`src/rtl/ex_stage_if.sv`:
```
// Decode/hazard <-> execute bundle for ex_stage. With EX_FORWARD_EN defined it also carries
// the forwarding selects and the writeback result.
interface ex_stage_if #(
  parameter int WIDTH = 32,
  parameter int RADDR = 5
);
  // Stall/flush: FlushE=1 loads a bubble on the next edge and wins over StallE; StallE=1 holds E.
  logic             StallE;
  logic             FlushE;
  logic [WIDTH-1:0] RD1D;
  logic [WIDTH-1:0] RD2D;
  logic [WIDTH-1:0] ImmExtD;
  logic [WIDTH-1:0] PCD;
  logic [WIDTH-1:0] PCPlus4D;
  logic [RADDR-1:0] RdD;
  logic [2:0]       ALUControlD;
  logic             ALUSrcD;
  logic             RegWriteD;
  logic             MemWriteD;
  logic             BranchD;
  logic             JumpD;
  logic [1:0]       ResultSrcD;
`ifdef EX_FORWARD_EN
  logic [1:0]       ForwardAE;
  logic [1:0]       ForwardBE;
  logic [WIDTH-1:0] ResultW;
`endif
  logic             ZeroE;
  logic             PCSrcE;
  logic [WIDTH-1:0] PCTargetE;
  logic [RADDR-1:0] RdE;
  logic [WIDTH-1:0] ALUResultM;
  logic [WIDTH-1:0] WriteDataM;
  logic [WIDTH-1:0] PCPlus4M;
  logic [RADDR-1:0] RdM;
  logic             RegWriteM;
  logic             MemWriteM;
  logic [1:0]       ResultSrcM;

  modport master (
    output StallE, FlushE, RD1D, RD2D, ImmExtD, PCD, PCPlus4D, RdD, ALUControlD,
           ALUSrcD, RegWriteD, MemWriteD, BranchD, JumpD, ResultSrcD,
`ifdef EX_FORWARD_EN
    output ForwardAE, ForwardBE, ResultW,
`endif
    input  ZeroE, PCSrcE, PCTargetE, RdE, ALUResultM, WriteDataM, PCPlus4M, RdM,
           RegWriteM, MemWriteM, ResultSrcM
  );

  modport slave (
    input  StallE, FlushE, RD1D, RD2D, ImmExtD, PCD, PCPlus4D, RdD, ALUControlD,
           ALUSrcD, RegWriteD, MemWriteD, BranchD, JumpD, ResultSrcD,
`ifdef EX_FORWARD_EN
    input  ForwardAE, ForwardBE, ResultW,
`endif
    output ZeroE, PCSrcE, PCTargetE, RdE, ALUResultM, WriteDataM, PCPlus4M, RdM,
           RegWriteM, MemWriteM, ResultSrcM
  );
endinterface

```
`src/rtl/ex_stage.sv`:
```
// RV32I execute stage: D->E register, ALU and branch resolution, E->M register.
// Optional operand forwarding is enabled by defining EX_FORWARD_EN.
module ex_stage #(
  parameter int WIDTH = 32,
  parameter int RADDR = 5
) (
  input logic       clk,
  input logic       rst_n,
  ex_stage_if.slave bus
);
  localparam int MSB = WIDTH - 1;

  typedef struct packed {
    logic [WIDTH-1:0] rd1;
    logic [WIDTH-1:0] rd2;
    logic [WIDTH-1:0] imm;
    logic [WIDTH-1:0] pc;
    logic [WIDTH-1:0] pc_plus4;
    logic [RADDR-1:0] rd;
    logic [2:0]       alu_ctl;
    logic             alu_src;
    logic             reg_write;
    logic             mem_write;
    logic             branch;
    logic             jump;
    logic [1:0]       result_src;
  } de_t;

  typedef struct packed {
    logic [WIDTH-1:0] alu_result;
    logic [WIDTH-1:0] write_data;
    logic [WIDTH-1:0] pc_plus4;
    logic [RADDR-1:0] rd;
    logic             reg_write;
    logic             mem_write;
    logic [1:0]       result_src;
  } em_t;

  de_t              de_q;
  de_t              de_d;
  em_t              em_q;
  logic [WIDTH-1:0] src_a;
  logic [WIDTH-1:0] pre_b;
  logic [WIDTH-1:0] src_b;
  logic [WIDTH-1:0] sum;
  logic [WIDTH-1:0] diff;
  logic             ovf;
  logic             lt;
  logic [WIDTH-1:0] alu_result;

  always_comb begin
    de_d            = '0;
    de_d.rd1        = bus.RD1D;
    de_d.rd2        = bus.RD2D;
    de_d.imm        = bus.ImmExtD;
    de_d.pc         = bus.PCD;
    de_d.pc_plus4   = bus.PCPlus4D;
    de_d.rd         = bus.RdD;
    de_d.alu_ctl    = bus.ALUControlD;
    de_d.alu_src    = bus.ALUSrcD;
    de_d.reg_write  = bus.RegWriteD;
    de_d.mem_write  = bus.MemWriteD;
    de_d.branch     = bus.BranchD;
    de_d.jump       = bus.JumpD;
    de_d.result_src = bus.ResultSrcD;
  end

  // A bubble is the all-zero record, so Branch/Jump/RegWrite/MemWrite are cleared with it.
  always_ff @(posedge clk or negedge rst_n) begin
    if (!rst_n) begin
      de_q <= '0;
    end else if (bus.FlushE) begin
      de_q <= '0;
    end else if (!bus.StallE) begin
      de_q <= de_d;
    end
  end

  always_comb begin
    src_a = de_q.rd1;
    pre_b = de_q.rd2;
`ifdef EX_FORWARD_EN
    case (bus.ForwardAE)
      2'b01:   src_a = bus.ResultW;
      2'b10:   src_a = em_q.alu_result;
      default: src_a = de_q.rd1;
    endcase
    case (bus.ForwardBE)
      2'b01:   pre_b = bus.ResultW;
      2'b10:   pre_b = em_q.alu_result;
      default: pre_b = de_q.rd2;
    endcase
`endif
    src_b = de_q.alu_src ? de_q.imm : pre_b;
  end

  // Signed less-than comes from the subtractor sign corrected by its overflow.
  always_comb begin
    sum  = src_a + src_b;
    diff = src_a + ~src_b + WIDTH'(1);
    ovf  = (src_a[MSB] ^ src_b[MSB]) & (src_a[MSB] ^ diff[MSB]);
    lt   = diff[MSB] ^ ovf;
    case (de_q.alu_ctl)
      3'b000:  alu_result = sum;
      3'b001:  alu_result = diff;
      3'b010:  alu_result = src_a & src_b;
      3'b011:  alu_result = src_a | src_b;
      3'b101:  alu_result = {{(WIDTH-1){1'b0}}, lt};
      default: alu_result = '0;
    endcase
  end

  always_ff @(posedge clk or negedge rst_n) begin
    if (!rst_n) begin
      em_q <= '0;
    end else begin
      em_q.alu_result <= alu_result;
      em_q.write_data <= pre_b;
      em_q.pc_plus4   <= de_q.pc_plus4;
      em_q.rd         <= de_q.rd;
      em_q.reg_write  <= de_q.reg_write;
      em_q.mem_write  <= de_q.mem_write;
      em_q.result_src <= de_q.result_src;
    end
  end

  assign bus.ZeroE      = (alu_result == '0);
  assign bus.PCSrcE     = (de_q.branch & bus.ZeroE) | de_q.jump;
  assign bus.PCTargetE  = de_q.pc + de_q.imm;
  assign bus.RdE        = de_q.rd;
  assign bus.ALUResultM = em_q.alu_result;
  assign bus.WriteDataM = em_q.write_data;
  assign bus.PCPlus4M   = em_q.pc_plus4;
  assign bus.RdM        = em_q.rd;
  assign bus.RegWriteM  = em_q.reg_write;
  assign bus.MemWriteM  = em_q.mem_write;
  assign bus.ResultSrcM = em_q.result_src;
endmodule

```
`src/flat_wrapper.sv`:
```
// flat-port wrapper written by rule: the top's interface ports become plain ports
module ex_stage_flat 
#(
  parameter int WIDTH = 32,
  parameter int RADDR = 5
)
  (clk, rst_n, bus_StallE, bus_FlushE, bus_RD1D, bus_RD2D, bus_ImmExtD, bus_PCD, bus_PCPlus4D, bus_RdD, bus_ALUControlD, bus_ALUSrcD, bus_RegWriteD, bus_MemWriteD, bus_BranchD, bus_JumpD, bus_ResultSrcD, bus_ZeroE, bus_PCSrcE, bus_PCTargetE, bus_RdE, bus_ALUResultM, bus_WriteDataM, bus_PCPlus4M, bus_RdM, bus_RegWriteM, bus_MemWriteM, bus_ResultSrcM);
  ex_stage_if #(.WIDTH(WIDTH), .RADDR(RADDR)) bus_i ();
  input logic clk;
  input logic rst_n;
  input wire logic [$bits(bus_i.StallE)-1:0] bus_StallE;
  input wire logic [$bits(bus_i.FlushE)-1:0] bus_FlushE;
  input wire logic [$bits(bus_i.RD1D)-1:0] bus_RD1D;
  input wire logic [$bits(bus_i.RD2D)-1:0] bus_RD2D;
  input wire logic [$bits(bus_i.ImmExtD)-1:0] bus_ImmExtD;
  input wire logic [$bits(bus_i.PCD)-1:0] bus_PCD;
  input wire logic [$bits(bus_i.PCPlus4D)-1:0] bus_PCPlus4D;
  input wire logic [$bits(bus_i.RdD)-1:0] bus_RdD;
  input wire logic [$bits(bus_i.ALUControlD)-1:0] bus_ALUControlD;
  input wire logic [$bits(bus_i.ALUSrcD)-1:0] bus_ALUSrcD;
  input wire logic [$bits(bus_i.RegWriteD)-1:0] bus_RegWriteD;
  input wire logic [$bits(bus_i.MemWriteD)-1:0] bus_MemWriteD;
  input wire logic [$bits(bus_i.BranchD)-1:0] bus_BranchD;
  input wire logic [$bits(bus_i.JumpD)-1:0] bus_JumpD;
  input wire logic [$bits(bus_i.ResultSrcD)-1:0] bus_ResultSrcD;
  output wire logic [$bits(bus_i.ZeroE)-1:0] bus_ZeroE;
  output wire logic [$bits(bus_i.PCSrcE)-1:0] bus_PCSrcE;
  output wire logic [$bits(bus_i.PCTargetE)-1:0] bus_PCTargetE;
  output wire logic [$bits(bus_i.RdE)-1:0] bus_RdE;
  output wire logic [$bits(bus_i.ALUResultM)-1:0] bus_ALUResultM;
  output wire logic [$bits(bus_i.WriteDataM)-1:0] bus_WriteDataM;
  output wire logic [$bits(bus_i.PCPlus4M)-1:0] bus_PCPlus4M;
  output wire logic [$bits(bus_i.RdM)-1:0] bus_RdM;
  output wire logic [$bits(bus_i.RegWriteM)-1:0] bus_RegWriteM;
  output wire logic [$bits(bus_i.MemWriteM)-1:0] bus_MemWriteM;
  output wire logic [$bits(bus_i.ResultSrcM)-1:0] bus_ResultSrcM;
  assign bus_i.StallE = bus_StallE;
  assign bus_i.FlushE = bus_FlushE;
  assign bus_i.RD1D = bus_RD1D;
  assign bus_i.RD2D = bus_RD2D;
  assign bus_i.ImmExtD = bus_ImmExtD;
  assign bus_i.PCD = bus_PCD;
  assign bus_i.PCPlus4D = bus_PCPlus4D;
  assign bus_i.RdD = bus_RdD;
  assign bus_i.ALUControlD = bus_ALUControlD;
  assign bus_i.ALUSrcD = bus_ALUSrcD;
  assign bus_i.RegWriteD = bus_RegWriteD;
  assign bus_i.MemWriteD = bus_MemWriteD;
  assign bus_i.BranchD = bus_BranchD;
  assign bus_i.JumpD = bus_JumpD;
  assign bus_i.ResultSrcD = bus_ResultSrcD;
  assign bus_ZeroE = bus_i.ZeroE;
  assign bus_PCSrcE = bus_i.PCSrcE;
  assign bus_PCTargetE = bus_i.PCTargetE;
  assign bus_RdE = bus_i.RdE;
  assign bus_ALUResultM = bus_i.ALUResultM;
  assign bus_WriteDataM = bus_i.WriteDataM;
  assign bus_PCPlus4M = bus_i.PCPlus4M;
  assign bus_RdM = bus_i.RdM;
  assign bus_RegWriteM = bus_i.RegWriteM;
  assign bus_MemWriteM = bus_i.MemWriteM;
  assign bus_ResultSrcM = bus_i.ResultSrcM;
  ex_stage #(.WIDTH(WIDTH), .RADDR(RADDR)) u_core (.clk(clk), .rst_n(rst_n), .bus(bus_i));
endmodule
```
`config.mk`:
```
export PLATFORM = sky130hd
export DESIGN_NAME = ex_stage_flat
export DESIGN_NICKNAME = d
export VERILOG_FILES = /design/src/rtl/ex_stage_if.sv /design/src/rtl/ex_stage.sv /design/src/flat_wrapper.sv
export SDC_FILE = /design/constraint.sdc
export NUM_CORES = 1
export LEC_CHECK = 0
export CAP_MARGIN = 20
export CELL_PAD_IN_SITES_DETAIL_PLACEMENT = 1
export CELL_PAD_IN_SITES_GLOBAL_PLACEMENT = 2
export CORE_UTILIZATION = 30
export DETAILED_ROUTE_END_ITERATION = 16
export PLACE_DENSITY = 0.84
export SYNTH_ARGS = -nofsm -noshare
export SYNTH_HDL_FRONTEND = slang
export SYNTH_SLANG_ARGS = --single-unit
```
`constraint.sdc`:
```
create_clock -name clk -period 6.36 [get_ports clk]
set_clock_uncertainty 0.2 [all_clocks]
set_input_delay 0.954 -clock clk [delete_from_list [all_inputs] [get_ports clk]]
set_output_delay 0.954 -clock clk [all_outputs]
set_load 0.01 [all_outputs]
```
* Word level (Yosys, flattened, before mapping)
Cells that the tools add are included.
** Operators by class
- Reductions and logical operators :: 2
- Bitwise operators :: 9
- Add/sub/neg operators :: 4
- Equal/unequal tests :: 5
- Mux-type cells :: 4
** Operators with widths (count)
- $mux W175 :: 2
- $pmux W32 S5 :: 1
- $add A32 B32 Y32 :: 3
- $add A32 B1 Y32 const B :: 1
- $and A32 B32 Y32 :: 1
- $logic_not A32 Y1 :: 1
- $mux W32 :: 1
- $not A32 Y32 :: 1
- $or A32 B32 Y32 :: 1
- $eq A3 B2 Y1 const B :: 2
- $eq A3 B1 Y1 const B :: 1
- $eq A3 B3 Y1 const B :: 1
- $logic_not A3 Y1 :: 1
- $xor A1 B1 Y1 :: 3
- $and A1 B1 Y1 :: 2
- $ne A2 B1 Y1 const B :: 1
- $or A1 B1 Y1 :: 1
** Storage, ports and cells
- Output and inout port bits :: 144
- Bits in registers :: 280
- Logic and storage cells :: 44
- Input port bits :: 179

* Longest topological paths before layout
- Word-level depth :: 11
- Depth in mapped cells :: 25
- Gate-level depth less buffers :: 23

* Worst setup path before layout
Ideal clock, no wire load.
- Path type :: reg-to-output
- From :: register u_core.de_q[6] in the netlist's numbering
- To :: output bus_PCSrcE
- Buffers on the path :: 3
- Stages on the path, launching flop included :: 25
- Setup slack :: -0.583 ns
- Required time :: 5.206 ns
- Data arrival time :: 5.789 ns
- Path through :: dfrtp_1 -> clkbuf_1 -> clkbuf_1 -> mux2i_1 -> ha_1 -> buf_2 -> or3_1 -> o211ai_1 -> a211oi_2 -> o311ai_1 -> a21boi_0 -> nor2b_1 -> o21a_1 -> o21bai_1 -> a21oi_1 -> nor2_1 -> fa_1 -> a21oi_1 -> a21oi_1 -> nor3_1 -> or4bb_1 -> nor4_1 -> nand4b_1 -> or4_4 -> o41ai_2
** Between the ends
- Cells in the longest elaborated chain, start to end :: 11
- Elaborated cells on any way between the ends :: 15
- Those cells by class :: 3 x add/sub; 2 x mux; 9 x bitwise; 1 x reduce/logical
** Ends and longest elaborated chain
- start, declared :: line ex_stage.sv:39 : de_t de_q;
- start signal, assigned :: line ex_stage.sv:71 : de_q <= '0;
- start signal, assigned :: line ex_stage.sv:73 : de_q <= '0;
- start signal, assigned :: line ex_stage.sv:75 : de_q <= de_d;
- $mux W32 (*) :: line ex_stage.sv:94 : src_b = de_q.alu_src ? de_q.imm : pre_b;
- $not A32 Y32 :: line ex_stage.sv:100 : diff = src_a + ~src_b + WIDTH'(1);
- $add A32 B32 Y32 :: line ex_stage.sv:100
- $add A32 B1 Y32 :: line ex_stage.sv:100
- $xor A1 B1 Y1 :: line ex_stage.sv:101 : ovf = (src_a[MSB] ^ src_b[MSB]) & (src_a[MSB] ^ diff[MSB]);
- $and A1 B1 Y1 :: line ex_stage.sv:101
- $xor A1 B1 Y1 :: line ex_stage.sv:102 : lt = diff[MSB] ^ ovf;
- $pmux W32 S5 (*) :: line ex_stage.sv:103 : case (de_q.alu_ctl)
- $logic_not A32 Y1 (*) :: line ex_stage.sv:127 : assign bus.ZeroE = (alu_result == '0);
- $and A1 B1 Y1 (*) :: line ex_stage.sv:128 : assign bus.PCSrcE = (de_q.branch & bus.ZeroE) | de_q.jump;
- $or A1 B1 Y1 (*) :: line ex_stage.sv:128
- end, declared :: line flat_wrapper.sv:27 : output wire logic [$bits(bus_i.PCSrcE)-1:0] bus_PCSrcE;
Every way passes the cells marked *; elsewhere a longest branch is shown, timed or not.

* Worst setup path in the final report
- From :: register u_core.de_q[6] in the netlist's numbering
- To :: output bus_ZeroE
** Between the ends
- Cells in the longest elaborated chain, start to end :: 9
- Elaborated cells on any way between the ends :: 13
- Those cells by class :: 3 x add/sub; 2 x mux; 7 x bitwise; 1 x reduce/logical
** Ends and longest elaborated chain
- $mux W32 (*) :: line ex_stage.sv:94
- $not A32 Y32 :: line ex_stage.sv:100
- $add A32 B32 Y32 :: line ex_stage.sv:100
- $add A32 B1 Y32 :: line ex_stage.sv:100
- $xor A1 B1 Y1 :: line ex_stage.sv:101
- $and A1 B1 Y1 :: line ex_stage.sv:101
- $xor A1 B1 Y1 :: line ex_stage.sv:102
- $pmux W32 S5 (*) :: line ex_stage.sv:103
- $logic_not A32 Y1 (*) :: line ex_stage.sv:127
- end, declared :: line flat_wrapper.sv:26 : output wire logic [$bits(bus_i.ZeroE)-1:0] bus_ZeroE;
Marks and branches as above.

==> results.yml <==
synthesis:
  synth_cell_types: 92
  syn-cell-area_um2: 16790
  ys_top_cells_by_area: "dfrtp_1 (42%), mux2i_1 (13%), ha_1 (10%)"
  yosysMostFrequentCell: "dfrtp_1"
  synth_edf_count: 0
  synth_top_cell_area_share_pct: 41.73
  yosys-top-cells-count: "dfrtp_1 (280), nor2_1 (262), mux2i_1 (215)"
  synthArstFlopShare_pct: 100.0
  synth_fp_nets: 2030
  synth.avg_cell_area_um2: 9.837
  synth_top_cell_by_area: "dfrtp_1"
  ys_ff_latch: 280
  synth_cells: 1707
  ys_seq_area_share_pct: 41.73
  yosys_warnings: 0
  ys.flop_type: "dfrtp_1"
die:
  dieArea_um2: 56920
  coreArea_um2: 55200
  start_util_pct: 30.42
  pin_count: 323
  die_w_um: 238.6
  rows: 86
  die_h_um: 238.6
timing:
  setup_violations: 2
  timing.hold.ws_ns: 0.1761
  rsz0062_at_grt: "true"
  layout_setup_ws_ns: -0.8876
  fin_crit_sh_pct: 114.0
  max_freq_mhz: 138.0
  slew_headroom_pct: 36.41
  fin_tns_setup_ns: -1.764
  slew_violations: 0
  worst_slew_pin_slew_ns: 0.9538
  hold_viol_final: 0
  min_period_ns: 7.248
worst_setup_path:
  slowest_delay_ns: 0.47
  cp-end-kind: "primary output"
  r2r-start: "u_core.de_q[6]"
  cpMostUsedCell: "buf_6"
  cp.arrival_ns: 6.09
  timing.rr.end: "u_core.bus.ALUResultM[30]"
  slowest_stage: "or4_4"
  crit_fanout: 5
  critical_path_class: "reg -> out"
  r2r_slack_ns: 1.61
  rr_worst_depth: 17
  worst_setup_path_start_kind: "flop"
  cp.required_ns: 5.21
final_layout:
  multi_input_area_um2: 9213
  fin_nets: 2655
  regArea_um2: 7009
  drive_gt1_share_pct: 20.72
  fillers: 6186
  syn2layout_area_growth_pct: 48.08
hold_path:
  hp-class: "reg -> reg"
  min-delay-start: "u_core.de_q[33]"
  hold_end: "u_core.bus.PCPlus4M[18]"
  holdPathStages: 0
grt:
  grt_usage_pct: 23.64
  antenna_found_initial: 14
  grt_pass1_wl_um: 102500
  grt-ovfl-total: 0
  grt_max_degree: 125
  grt_pass1_vias: 17160
routing:
  drcViolationCount: 0
  dr.pass1.iters: 5
  ant_nets: 0
  wirelength_um: 67080
  wl_per_cell_um: 21.55
  first_iter_violations: 543
  post_drt_via_cell_ratio: 4.961
  num_vias: 15444
job:
  max-cap-violations: 0
clocking:
  clock-sinks: 280
  cts-root-buf: "clkbuf_16"
  cts_buffers: 36
  path_clk_slew_ns: 0.06
  clock_latency_ns: 0.56
  cts_tree: "yes"
  cts_max_level: 2
  cts.path.max_buffers: 3
run_status:
  status: "finished with violations"
  failed_checks: "setup timing"
power:
  power_density_nw_per_um2: 237.5
  leakagePower_uw: 0.01214
  ir_drop_mv: 0.2209
place:
  port_buffers: 322
  gp_congestion: 0.9508
  dpl.hpwl_um: 52210
==> repair_timing <==
item,in CTS,in global routing
endpoints found under the setup margin,2,2
buffers inserted,2,7
hold buffers,0,0
resized for setup,28,16
pin swaps,8,6
==> metal layers <==
| layer | vias to the layer above | track usage, % | part of all wire [%] |
|---|---|---|---|
| li1 | 7224 | - | - |
| met1 | 7667 | 29.38 | 43 |
| met2 | 396 | 39.17 | 47 |
| met3 | 139 | 6.074 | 6.5 |
| met4 | 18 | 8.974 | 3.6 |
| met5 | - | 0 | 0.15 |
==> area by class of cell <==
class / instances / area share (%)
Multi-Input combinational cell: 1223 / 37.05
Sequential cell: 280 / 28.19
Timing Repair Buffer: 677 / 23.97
Clock buffer: 46 / 4.101
Tap cell: 748 / 3.764
Inverter: 114 / 1.721
Clock inverter: 20 / 1.152
Antenna cell: 5 / 0.05032
==> kinds of logic (layout without fill, tap and decap cells) <==
family | count (synthesis) | after routing | share of synthesized area (%)
simple gates | 462 | 462 | 12.36
mux | 220 | 220 | 13.22
other cells | 0 | 5 | 0
buf+inv | 204 | 857 | 4.784
flops | 280 | 280 | 41.73
xor+xnor | 51 | 51 | 2.660
fa+ha+maj | 144 | 144 | 10.91
compound gates | 346 | 346 | 14.34
==> placed cells by master (no fill, tap or decap), types with 10 or more instances in the layout <==
| master | n |
|---|---|
| clkdlybuf4s50_1 | 317 |
| nor3_1 | 18 |
| nand2b_1 | 17 |
| clkbuf_16 | 37 |
| buf_4 | 347 |
| xor2_1 | 12 |
| nand2_1 | 57 |
| o21bai_1 | 15 |
| xnor2_1 | 39 |
| o211ai_1 | 16 |
| a21o_1 | 30 |
| o21ai_0 | 59 |
| o21a_1 | 10 |
| nor2b_1 | 16 |
| mux2i_1 | 206 |
| dfrtp_1 | 278 |
| inv_1 | 111 |
| a211oi_1 | 15 |
| nand4_1 | 10 |
| ha_1 | 134 |
| a21oi_1 | 84 |
| nand3_1 | 25 |
| nor2_1 | 258 |
==> worst max-delay path by stage <==
stage	to	from	cells past startpoint
after floorplan	bus_PCSrcE	u_core.de_q[6]	24
after global placement	bus_PCSrcE	u_core.de_q[6]	24
after detailed placement	bus_PCSrcE	u_core.de_q[6]	25
after CTS	bus_PCSrcE	u_core.de_q[6]	23
after global routing	bus_ZeroE	u_core.de_q[6]	26
final	bus_ZeroE	u_core.de_q[6]	26
==> sequential cells by signal, summed over array words and instances (netlist names) <==
| name | cells |
|---|---|
| u_core.bus.RdM | 5 |
| u_core.bus.WriteDataM | 32 |
| u_core.bus.MemWriteM | 1 |
| u_core.bus.RegWriteM | 1 |
| u_core.bus.ALUResultM | 32 |
| u_core.de_q | 106 |
| u_core.bus.RdE | 5 |
| u_core.bus.PCPlus4M | 32 |
| u_core.src_a | 32 |
| u_core.pre_b | 32 |
| u_core.bus.ResultSrcM | 2 |
==> through the flow <==
| step | util, % | total power [uW] | setup slack [ns] | instances | area [um2] |
|---|---|---|---|---|---|
| floorplan | - | 2720 | -0.01877 | 1707 | 16900 |
| global placement | 42.20 | 3627 | -0.8598 | 3033 | 23290 |
| detailed placement | 42.20 | 3663 | -1.149 | 3033 | 23290 |
| CTS | 44.76 | 5955 | -0.9799 | 3101 | 24710 |
| global route | 45.05 | 6169 | -1.179 | 3113 | 24870 |
| finish | 45.05 | 5904 | -0.8876 | 3113 | 24870 |
==> report_power, final <==
part / switching, uW / internal, uW / total, uW
sequential: 78.4 / 1910 / 1990
clock: 870 / 1360 / 2230
combinational: 855 / 833 / 1690
==> critical path, delay by kind of cell (launching register included) <==
| family | cells | cell delay (ns) |
|---|---|---|
| compound gates | 10 | 1.78 |
| fa+ha+maj | 2 | 0.66 |
| flops | 1 | 0.43 |
| simple gates | 9 | 1.83 |
| buf+inv | 4 | 0.57 |
| mux | 1 | 0.25 |
No activity file was read; power rests on OpenSTA's default activity.
